===== src/rtl/traffic_light_pkg.sv =====
// Shared types and helpers for the three-phase traffic-light sequencer.
// Phase encoding, per-phase dwell lookup, phase rotation and lamp decode.
package traffic_light_pkg;

  typedef enum logic [1:0] {
    GREEN  = 2'b00,
    YELLOW = 2'b01,
    RED    = 2'b10
  } state_e;

  // Lamp vector ordering used throughout: {red, yellow, green}.
  localparam logic [2:0] LAMPS_GREEN  = 3'b001;
  localparam logic [2:0] LAMPS_YELLOW = 3'b010;
  localparam logic [2:0] LAMPS_RED    = 3'b100;

  function automatic int dwell_cycles(input state_e s, input int g_cycles,
                                      input int y_cycles, input int r_cycles);
    int n;
    n = 1;
    case (s)
      GREEN:   n = g_cycles;
      YELLOW:  n = y_cycles;
      RED:     n = r_cycles;
      default: n = 1;
    endcase
    return n;
  endfunction

  function automatic state_e next_phase(input state_e s);
    state_e n;
    n = GREEN;
    case (s)
      GREEN:   n = YELLOW;
      YELLOW:  n = RED;
      RED:     n = GREEN;
      default: n = GREEN;
    endcase
    return n;
  endfunction

  // Illegal encodings decode to green so the lamps are never dark or multi-hot.
  function automatic logic [2:0] lamp_decode(input state_e s);
    logic [2:0] l;
    l = LAMPS_GREEN;
    case (s)
      GREEN:   l = LAMPS_GREEN;
      YELLOW:  l = LAMPS_YELLOW;
      RED:     l = LAMPS_RED;
      default: l = LAMPS_GREEN;
    endcase
    return l;
  endfunction

endpackage


===== src/rtl/traffic_light_controller.sv =====
// Free-running GREEN -> YELLOW -> RED sequencer with exact per-phase dwell
// counts; lamp outputs come straight from registers.
module traffic_light_controller
  import traffic_light_pkg::*;
#(
  parameter int GREEN_CYCLES  = 250_000_000,
  parameter int YELLOW_CYCLES = 100_000_000,
  parameter int RED_CYCLES    = 250_000_000
) (
  input  logic clk,
  input  logic rst,
  output logic red,
  output logic yellow,
  output logic green
);

  localparam int MAX_CYCLES =
    (GREEN_CYCLES > YELLOW_CYCLES)
      ? ((GREEN_CYCLES > RED_CYCLES) ? GREEN_CYCLES : RED_CYCLES)
      : ((YELLOW_CYCLES > RED_CYCLES) ? YELLOW_CYCLES : RED_CYCLES);
  localparam int CW = (MAX_CYCLES > 1) ? $clog2(MAX_CYCLES) : 1;

  if (GREEN_CYCLES < 1 || YELLOW_CYCLES < 1 || RED_CYCLES < 1) begin : g_bad_params
    $error("traffic_light_controller: every dwell parameter must be >= 1");
  end

  state_e          state_r;
  state_e          state_next_s;
  logic [CW-1:0]   count_r;
  logic [CW-1:0]   count_next_s;
  logic [CW-1:0]   last_s;
  logic [2:0]      lamps_r;

  // Terminal count of the phase currently being served.
  always_comb begin
    last_s = CW'(dwell_cycles(state_r, GREEN_CYCLES, YELLOW_CYCLES, RED_CYCLES) - 1);
  end

  // Next-state and dwell-counter update; >= keeps a corrupted count from running away.
  always_comb begin
    state_next_s = GREEN;
    count_next_s = '0;
    case (state_r)
      GREEN, YELLOW, RED: begin
        if (count_r >= last_s) begin
          state_next_s = next_phase(state_r);
          count_next_s = '0;
        end else begin
          state_next_s = state_r;
          count_next_s = count_r + CW'(1'b1);
        end
      end
      default: begin
        state_next_s = GREEN;
        count_next_s = '0;
      end
    endcase
  end

  // State, counter and lamp registers; lamps load the decode of the next state
  // so they always match the state register without a combinational tail.
  always_ff @(posedge clk) begin
    if (rst) begin
      state_r <= GREEN;
      count_r <= '0;
      lamps_r <= LAMPS_GREEN;
    end else begin
      state_r <= state_next_s;
      count_r <= count_next_s;
      lamps_r <= lamp_decode(state_next_s);
    end
  end

  assign red    = lamps_r[2];
  assign yellow = lamps_r[1];
  assign green  = lamps_r[0];

endmodule


===== config.mk =====
export PLATFORM = sky130hd
export DESIGN_NAME = traffic_light_controller
export DESIGN_NICKNAME = d
export VERILOG_FILES = /design/src/rtl/traffic_light_pkg.sv /design/src/rtl/traffic_light_controller.sv
export SDC_FILE = /design/constraint.sdc
export NUM_CORES = 1
export LEC_CHECK = 0
export BUFFER_PORTS_ARGS = -buffer_cell sky130_fd_sc_hd__buf_2
export CORE_UTILIZATION = 35
export CTS_CLUSTER_SIZE = 16
export DETAILED_ROUTE_END_ITERATION = 7
export PLACE_DENSITY = 0.56
export SETUP_SLACK_MARGIN = 0.02
export SLEW_MARGIN = 20
export SYNTH_ARGS = -nofsm -noshare
export SYNTH_HDL_FRONTEND = slang
export SYNTH_SLANG_ARGS = --single-unit

===== constraint.sdc =====
create_clock -name clk -period 8.75 [get_ports clk]
set_input_delay 0.875 -clock clk [delete_from_list [all_inputs] [get_ports clk]]
set_output_delay 0.875 -clock clk [all_outputs]
set_load 0.02 [all_outputs]

==> results.yml <==
logic_synthesis:
  syn_area_sq_um: 2080
  synth_top_family_by_area: "simple AND/OR/NAND/NOR gates"
  ys.flop_type: "dfxtp_1"
  avgSynthCellArea_sq_um: 8.87
  syn_nets: 260
  synth.mux.area_fraction_pct: 3.36
  synth_area_leaders: "dfxtp_1 32%, ha_1 14%, xor2_1 8.8%"
  synthTopCellsByCount: "33 x dfxtp_1, 32 x nor2_1, 23 x ha_1"
  netlist-cell-type-count: 45
  synthCells: 235
  synth_xor_area_share_pct: 12.2
  yosys_warnings: 0
  synth.largest_area_cell: "dfxtp_1"
  synth_edf_count: 0
  synthSimpleGateAreaFrac_pct: 26.1
  synth-compound-area-share_pct: 8.52
  synth_top_cell_area_share_pct: 31.7
  synth.most_common_cell: "dfxtp_1"
  ys_seq_elements: 33
  synth_adder_area_share_pct: 14.8
  yosysSeqAreaShare_pct: 31.7
  ys_async_sr_fraction_pct: 0
placed_design:
  pre_cts_ws_ns: 4.89
  place_congestion: 0.724
  hpwlAfterDp_um: 2870
  placed_area_sq_um: 2150
  port_buffers: 4
  numPlacedInstances: 303
cells_and_area:
  final_layout_size_suffix_gt1_share_pct: 7.53
  fin_cells: 311
  multi_input_area_sq_um: 1360
  syn2layout_area_growth_pct: 6.84
  diodes: 0
  design_area_sq_um: 2230
  layout.area.seq_sq_um: 661
  fin_nets: 263
  fill_cells: 603
  final_util_pct: 39.7
sta:
  maxSlewViolCount: 0
  min_period_ns: 3.84
  fmax_mhz: 261
  relSlewSlack_pct: 49.9
  rsz0062_at_grt: "false"
  fin_setup_tns_ns: 0
  final.period_utilization_pct: 43.8
  fin_ws_ns: 4.91
  hold_violations: 0
  setup_viol: 0
  tightest_slew_ns: 0.750
  fin_hold_ws_ns: 0.458
  clock-skew-final_ns: 0.00560
worst_setup_path:
  cp_max_fo: 14
  path_delay_family: "simple AND/OR/NAND/NOR gates"
  cp.arrival_ns: 4.00
  cpPeakStageDelay_ns: 0.62
  worstSetupStartpointType: "flop"
  slowest_stage: "dfxtp_1"
  worstPathCellList: "nor2b_1 > inv_1 > ha_1 > a21o_1 > maj3_1 > a21o_1 > a211oi_2 > and3_1 > mux2_4 > ha_1 > or2_2"
  cp.required_ns: 8.92
  worst_setup_path_end_kind: "flop"
  crit_type: "flop to flop"
  path_buf_inv: 1
floorplanning:
  dieArea_sq_um: 6270
  initial_core_util_pct: 37.2
  rows: 27
  ios: 5
  die_y_um: 79.2
  design.core.area_sq_um: 5610
  die_width_um: 79.2
drt:
  via_per_inst: 5.03
  wirelength_um: 4030
  post-route-drc-count: 0
  first_iter_violations: 40
  ant_nets: 0
  first_pass_iters: 4
  vias: 1563
  wire_per_inst_um: 13.0
grt:
  antenna_found_initial: 0
  grt_pass1_vias: 1490
  grt_pass1_wl_um: 7110
  grtUsageTotal_pct: 14.7
  grt_max_degree: 28
  gr-total-overflow: 0
clock_network:
  post_cts_buffers: 0
  holdBufCountCts: 0
  cts_buffers: 5
  ctsResizeCount: 0
  cts.sinks: 33
  cts_tree: "built"
  ctsLongestPathBuffers: 2
  path_clk_slew_ns: 0.06
  insertion_delay_ns: 0.28
  htree_levels: 2
  cts-root-buf: "clkbuf_8"
pwr:
  peakVddDrop_mv: 0.0529
  powerDensity_nw_per_um2: 122
  power_mw: 0.271
  p_leak_nw: 0.964
status:
  status: "complete, no violations"
min_path:
  hold_path_class: "flop to flop"
flow_run:
  maxCapViolCount: 0
## sequential cells by signal, summed over array words and instances, names as in the netlist
register	cells
state_r	2
lamps_r	3
count_r	28
## path summary, 6_finish.rpt
| kind | startpoint | to | slack [ns] | cells past startpoint |
|---|---|---|---|---|
| worst max-delay path | state_r[0]$_SDFF_PP0_ | lamps_r[0]$_SDFF_PP1_ | 4.91 | 11 |
| worst min-delay path | count_r[0]$_SDFF_PP0_ | count_r[0]$_SDFF_PP0_ | 0.46 | 1 |
| worst max register to register | state_r[0]$_SDFF_PP0_ | lamps_r[0]$_SDFF_PP1_ | 4.91 | 11 |
| worst min register to register | count_r[0]$_SDFF_PP0_ | count_r[0]$_SDFF_PP0_ | 0.46 | 1 |
## report_power, final
part	switching [mW]	internal [mW]	total, mW
registers	0.00139	0.151	0.153
clock network	0.0536	0.0565	0.110
logic	0.00488	0.00285	0.00773
## layout make-up
class / instances / share of cell area, %
Inverter: 5 / 0.843
Tap cell: 72 / 4.04
Timing Repair Buffer: 4 / 0.899
Clock buffer: 8 / 3.60
Multi-Input combinational cell: 189 / 61.0
Sequential cell: 33 / 29.7
## kinds of logic after synthesis
logic type | after synthesis
buf+inv | 13
fa+ha+maj | 25
xor+xnor | 29
compound gates | 24
mux | 6
other cells | 1
simple gates | 104
flops | 33
## cell usage in the layout (no fill, tap or decap), drive strengths merged, types with 5 or more instances in the layout
master / synthesis / routed
ha: 23 / 23
xor2: 21 / 21
nor2: 32 / 32
dfxtp: 33 / 33
nor2b: 5 / 5
inv: 5 / 5
nand3: 14 / 14
nand4: 8 / 8
and3: 9 / 9
xnor2: 8 / 8
nand2: 15 / 15
a21o: 5 / 5
clkbuf: 4 / 8
## metal layers
metal  routed length (um)  track usage [%]  vias up
met4                   67             5.45        0
met2                 1700             21.6       15
met1                 2170             20.3      713
met5                    0                0        -
met3                   91             3.79        6
li1                     -                -      829
Note: power is estimated with default switching activity, not from simulation.
